**src/rtl/seq_stage_controller.sv**
```systemverilog
// Multi-cycle stage sequencer for a sequential Y86-64 core: one-hot stage enables,
// memory-stage ready handshake with timeout, processor status register and counters.
module seq_stage_controller #(
    parameter int CNT_W       = 32,
    parameter int MEM_TIMEOUT = 15
) (
    input  logic             Clk,
    input  logic             Rst_n,
    input  logic             Start,
    input  logic [3:0]       icode,
    input  logic             HLT,
    input  logic             INS,
    input  logic             ADR,
    input  logic             DataMemError,
    input  logic             Mem_Ready,
    output logic             Fetch_En,
    output logic             Decode_En,
    output logic             Execute_En,
    output logic             Memory_En,
    output logic             Writeback_En,
    output logic             PC_En,
    output logic             CC_En,
    output logic             Mem_Req,
    output logic [3:0]       Status,
    output logic             Halted,
    output logic [CNT_W-1:0] Cycle_Count,
    output logic [CNT_W-1:0] Instr_Count
);

    localparam int WAIT_W = (MEM_TIMEOUT < 2) ? 1 : $clog2(MEM_TIMEOUT + 1);
    localparam logic [WAIT_W-1:0] WAIT_LAST = WAIT_W'(MEM_TIMEOUT - 1);
    localparam logic [CNT_W-1:0]  CNT_MAX   = {CNT_W{1'b1}};

    localparam logic [3:0] STAT_AOK = 4'd1;
    localparam logic [3:0] STAT_ADR = 4'd2;
    localparam logic [3:0] STAT_INS = 4'd3;
    localparam logic [3:0] STAT_HLT = 4'd4;

    typedef enum logic [2:0] {
        S_IDLE      = 3'd0,
        S_FETCH     = 3'd1,
        S_DECODE    = 3'd2,
        S_EXECUTE   = 3'd3,
        S_MEMORY    = 3'd4,
        S_WRITEBACK = 3'd5,
        S_PCUPD     = 3'd6,
        S_STOP      = 3'd7
    } state_t;

    state_t            state_q, state_d;
    logic [3:0]        status_q, status_d;
    logic              halted_q, halted_d;
    logic [WAIT_W-1:0] wait_q, wait_d;
    logic [CNT_W-1:0]  cycle_q, cycle_d;
    logic [CNT_W-1:0]  instr_q, instr_d;
    logic              mem_op_s;

    // Instructions that touch data memory: rmmovq, mrmovq, call, ret, pushq, popq
    function automatic logic is_mem_op(input logic [3:0] ic);
        case (ic)
            4'h4, 4'h5, 4'h8, 4'h9, 4'hA, 4'hB: is_mem_op = 1'b1;
            default:                            is_mem_op = 1'b0;
        endcase
    endfunction

    // Next-state, status and counter logic
    always_comb begin
        state_d  = state_q;
        status_d = status_q;
        halted_d = halted_q;
        wait_d   = wait_q;
        cycle_d  = cycle_q;
        instr_d  = instr_q;
        mem_op_s = is_mem_op(icode);

        if ((state_q != S_IDLE) && (state_q != S_STOP) && (cycle_q != CNT_MAX)) begin
            cycle_d = cycle_q + CNT_W'(1);
        end else begin
            cycle_d = cycle_q;
        end

        case (state_q)
            S_IDLE: begin
                if (Start) state_d = S_FETCH;
                else       state_d = S_IDLE;
            end
            S_FETCH: begin
                if (HLT) begin
                    status_d = STAT_HLT;
                    halted_d = 1'b1;
                    state_d  = S_STOP;
                end else if (INS) begin
                    status_d = STAT_INS;
                    halted_d = 1'b1;
                    state_d  = S_STOP;
                end else if (ADR) begin
                    status_d = STAT_ADR;
                    halted_d = 1'b1;
                    state_d  = S_STOP;
                end else begin
                    state_d = S_DECODE;
                end
            end
            S_DECODE:  state_d = S_EXECUTE;
            S_EXECUTE: begin
                state_d = S_MEMORY;
                wait_d  = '0;
            end
            S_MEMORY: begin
                if (!mem_op_s) begin
                    state_d = S_WRITEBACK;
                end else if (Mem_Ready) begin
                    // A completed access beats the timeout in the same cycle
                    if (DataMemError) begin
                        status_d = STAT_ADR;
                        halted_d = 1'b1;
                        state_d  = S_STOP;
                    end else begin
                        state_d = S_WRITEBACK;
                    end
                end else if (wait_q == WAIT_LAST) begin
                    status_d = STAT_ADR;
                    halted_d = 1'b1;
                    state_d  = S_STOP;
                end else begin
                    wait_d = wait_q + WAIT_W'(1);
                end
            end
            S_WRITEBACK: state_d = S_PCUPD;
            S_PCUPD: begin
                state_d = S_FETCH;
                if (instr_q != CNT_MAX) instr_d = instr_q + CNT_W'(1);
                else                    instr_d = instr_q;
            end
            S_STOP:  state_d = S_STOP;
            default: state_d = S_IDLE;
        endcase
    end

    // State, status and counter registers
    always_ff @(posedge Clk or negedge Rst_n) begin
        if (!Rst_n) begin
            state_q  <= S_IDLE;
            status_q <= STAT_AOK;
            halted_q <= 1'b0;
            wait_q   <= '0;
            cycle_q  <= '0;
            instr_q  <= '0;
        end else begin
            state_q  <= state_d;
            status_q <= status_d;
            halted_q <= halted_d;
            wait_q   <= wait_d;
            cycle_q  <= cycle_d;
            instr_q  <= instr_d;
        end
    end

    // Moore stage enables decoded from the state register
    always_comb begin
        Fetch_En     = (state_q == S_FETCH);
        Decode_En    = (state_q == S_DECODE);
        Execute_En   = (state_q == S_EXECUTE);
        Memory_En    = (state_q == S_MEMORY);
        Writeback_En = (state_q == S_WRITEBACK);
        PC_En        = (state_q == S_PCUPD);
        CC_En        = (state_q == S_EXECUTE) && (icode == 4'h6);
        Mem_Req      = (state_q == S_MEMORY) && is_mem_op(icode);
        Status       = status_q;
        Halted       = halted_q;
        Cycle_Count  = cycle_q;
        Instr_Count  = instr_q;
    end

endmodule
```
**config.mk**
```make
export PLATFORM = sky130hd
export DESIGN_NAME = seq_stage_controller
export DESIGN_NICKNAME = d
export VERILOG_FILES = /design/src/rtl/seq_stage_controller.sv
export SDC_FILE = /design/constraint.sdc
export NUM_CORES = 1
export LEC_CHECK = 0
export CORE_ASPECT_RATIO = 1.4
export CORE_MARGIN = 2
export CORE_UTILIZATION = 36
export CTS_CLUSTER_DIAMETER = 120
export CTS_CLUSTER_SIZE = 25
export DETAILED_ROUTE_END_ITERATION = 16
export GPL_TIMING_DRIVEN = 0
export HOLD_SLACK_MARGIN = 0.08
export PLACE_DENSITY = 0.66
export SYNTH_ARGS = -nofsm -noshare
export SYNTH_HDL_FRONTEND = slang
export SYNTH_SLANG_ARGS = --single-unit
```
**constraint.sdc**
```tcl
create_clock -name Clk -period 5.05 [get_ports Clk]
set_clock_uncertainty 0.15 [all_clocks]
set_input_delay 0.505 -clock Clk [delete_from_list [all_inputs] [get_ports Clk]]
set_output_delay 0.505 -clock Clk [all_outputs]
set_load 0.005 [all_outputs]
```
==> results.ini <==
[sta]
final_hold_viol_count = 0
maxSlewViolCount = 0
relSlewSlack_pct = 58.71
setup-violations-final = 0
tns_ns = 0
period_minus_slack_ns = 2.760
finalCritPeriodShare_pct = 54.65
timing.hold.ws_ns = 0.3203
fmax_mhz = 362.3
max_slew.worst_pin.slew_ns = 0.6147
rsz0062_at_grt = false

[floorplanning]
dieWidth_um = 90.47
die_y_um = 125.1
pin_count = 89
die_area_um2 = 11310
rows = 44
core_um2 = 10290
start_util_pct = 36.61

[clock_tree]
root_buffer = clkbuf_16
postCtsSetupBuffers = 0
h-tree-depth = 3
cts_sinks = 75
clockBufferDepth = 2
numCtsBuffers = 9
cts_tree = built
cts_resized = 0
clkTransAtPathRegs_ns = 0.06
clk_latency_ns = 0.33

[cells_and_area]
drive_above_1_share_pct = 7.265
area_growth_syn_to_layout_pct = 35.89
fin_util_pct = 49.74
nets = 479
n_antenna_cell = 0
num-fill-cells = 966

[routing]
drc = 0
highest_layer = met4
vias = 3030
viasPerCell = 5.000
wl_per_cell_um = 14.22
first_pass_iters = 4
wl_met3_um = 289
initialDrtViolationCount = 129
met2_length_um = 4447
finalWirelength_um = 8616
final_antenna_net_count = 0
met1_length_um = 3685

[pwr]
pwr-share-clk_pct = 31.6
power_mw = 1.865
total_leakage_power_nw = 2.216
intPower_mw = 1.308
swShare_pct = 29.87
p_sw_mw = 0.5570
power_per_cell_area_nw_per_um2 = 364.2
comb_power_share_pct = 27.2
power_frac_seq_pct = 41.1
peakVddDrop_mv = 0.1485

[critical_path]
worstPathMaxFanout = 10
worstSetupStartpointType = flop
regToRegStartpoint = Cycle_Count[0]$_DFFE_PN0P_
endpoint = Fetch_En
rr_worst_depth = 8
worstSetupPathType = flop to output pin
arrival_ns = 2.10
timing.rr.end = Cycle_Count[9]$_DFFE_PN0P_
worstPathRequired_ns = 4.39
cp-end-kind = output pin
cp-startpoint = state_q[0]$_DFFE_PN0P_
rrSetupSlack_ns = 2.67

[synthesis]
yosys-top-cells-count = dfrtp_1 (74), xor2_1 (30), nand2_1 (27), xnor2_1 (27), nor2_1 (24)
synthCells = 363
synth_flop_cell = dfrtp_1
yosysMostFrequentCell = dfrtp_1
synth_area_per_cell_um2 = 10.38
syn_nets = 379
synth_top_area_share_pct = 49.14
synth_cell_types = 52
netlist_area_um2 = 3769
ys_top_cells_by_area = dfrtp_1 (49%), xor2_1 (7.0%), xnor2_1 (6.3%)
ys_seq_area_share_pct = 49.83
synth_edf_count = 0
synth_area_leader_cell = dfrtp_1
ys_warn_count = 0
async_reset_ff_share_pct = 100.0
synth_seq_cells = 75

[worst_hold_path]
min_path_type = flop to flop
min_path_cells = 1

[placement]
port_buffers = 87
place.gp.congestion = 0.8209
dpl.hpwl_um = 6357

[outcome]
status = complete, no violations

[global_routing]
grt_max_degree = 44
antenna_found_initial = 0
track_usage_pct = 15.89
grt_pass1_wl_um = 14720
grt_overflow = 0
grt_pass1_vias = 2965

[job]
drv_cap = 0

==> sequential cells by signal (all words and copies together), names as in the netlist <==
| register | cells |
|---|---|
| Cycle_Count | 32 |
| Instr_Count | 32 |
| Status | 3 |
| Halted | 1 |
| state_q | 3 |
| wait_q | 4 |
==> critical path, stage by stage (launching register included) <==
cell and delay [ns]:
dfrtp_1 0.35, clkbuf_1 0.32, nor3b_1 0.50, clkdlybuf4s50_1 0.60
==> per-layer routing <==
metal  GRT usage [%]  vias to the layer above
met1           19.80                     1455
met4           7.240                        0
met5               0                        -
met2           26.56                       59
li1                -                     1503
met3           3.133                       13
==> repair_timing <==
action,CTS,global route
endpoints found under the hold margin,32,0
setup endpoints to repair,0,0
hold buffers,1,0
==> power groups by stage <==
stage / clock [mW] / combinational, mW / sequential, mW
4_1_cts: 0.609 / 0.518 / 0.768
5_1_grt: 0.631 / 0.569 / 0.782
3_5_place_dp: 0 / 0.515 / 0.778
3_3_place_gp: 0 / 0.499 / 0.772
2_1_floorplan: 0 / 0.273 / 0.768
6_report: 0.590 / 0.508 / 0.767
==> kinds of logic after synthesis <==
logic type | count (synthesis) | share of synthesized area [%]
simple gates | 163 | 24.27
flops | 75 | 49.83
xor+xnor | 57 | 13.25
compound gates | 34 | 6.773
buf+inv | 22 | 2.424
mux | 7 | 2.025
fa+ha+maj | 4 | 1.328
other cells | 1 | 0.09951
==> cells in the final DEF, fill, tap and decap left out, types with 12 or more instances in the layout <==
| master | count |
|---|---|
| clkdlybuf4s50_1 | 86 |
| nand2_1 | 27 |
| and4_1 | 14 |
| xnor2_1 | 27 |
| xor2_1 | 30 |
| nand3_1 | 20 |
| nand4_1 | 22 |
| inv_1 | 12 |
| nor3_1 | 19 |
| nor2_1 | 24 |
| dfrtp_1 | 74 |
==> metrics by stage <==
step / instances / worst slack (ns) / cell area (µm²)
6_report: 606 / 2.290 / 5121
5_1_grt: 606 / 2.146 / 5121
2_1_floorplan: 363 / 2.829 / 3769
4_1_cts: 606 / 2.255 / 5121
3_5_place_dp: 589 / 2.348 / 4837
3_3_place_gp: 588 / 0.6279 / 4812
==> worst min path at each step <==
stage                       startpoint                         end  slack [ns]
finish              Halted$_DFFE_PN0P_          Halted$_DFFE_PN0P_        0.32
global placement    Halted$_DFFE_PN0P_          Halted$_DFFE_PN0P_        0.31
CTS                 Halted$_DFFE_PN0P_          Halted$_DFFE_PN0P_        0.33
global route        Halted$_DFFE_PN0P_          Halted$_DFFE_PN0P_        0.35
detailed placement  Halted$_DFFE_PN0P_          Halted$_DFFE_PN0P_        0.31
floorplan                        Rst_n  Cycle_Count[0]$_DFFE_PN0P_        0.06
==> cell type report <==
type                    count  area (µm²)  area share [%]
inverters                  12       45.04          0.8796
repair buffers             89       905.9           17.69
flip-flops and latches     75        1878           36.67
plain buffers              10       46.29          0.9040
clock buffers              14       264.0           5.155
multi-input cells         266        1799           35.13
clock inverters             2       10.01          0.1955
well taps                 138       172.7           3.372
Power figures use the tool's default switching activity.
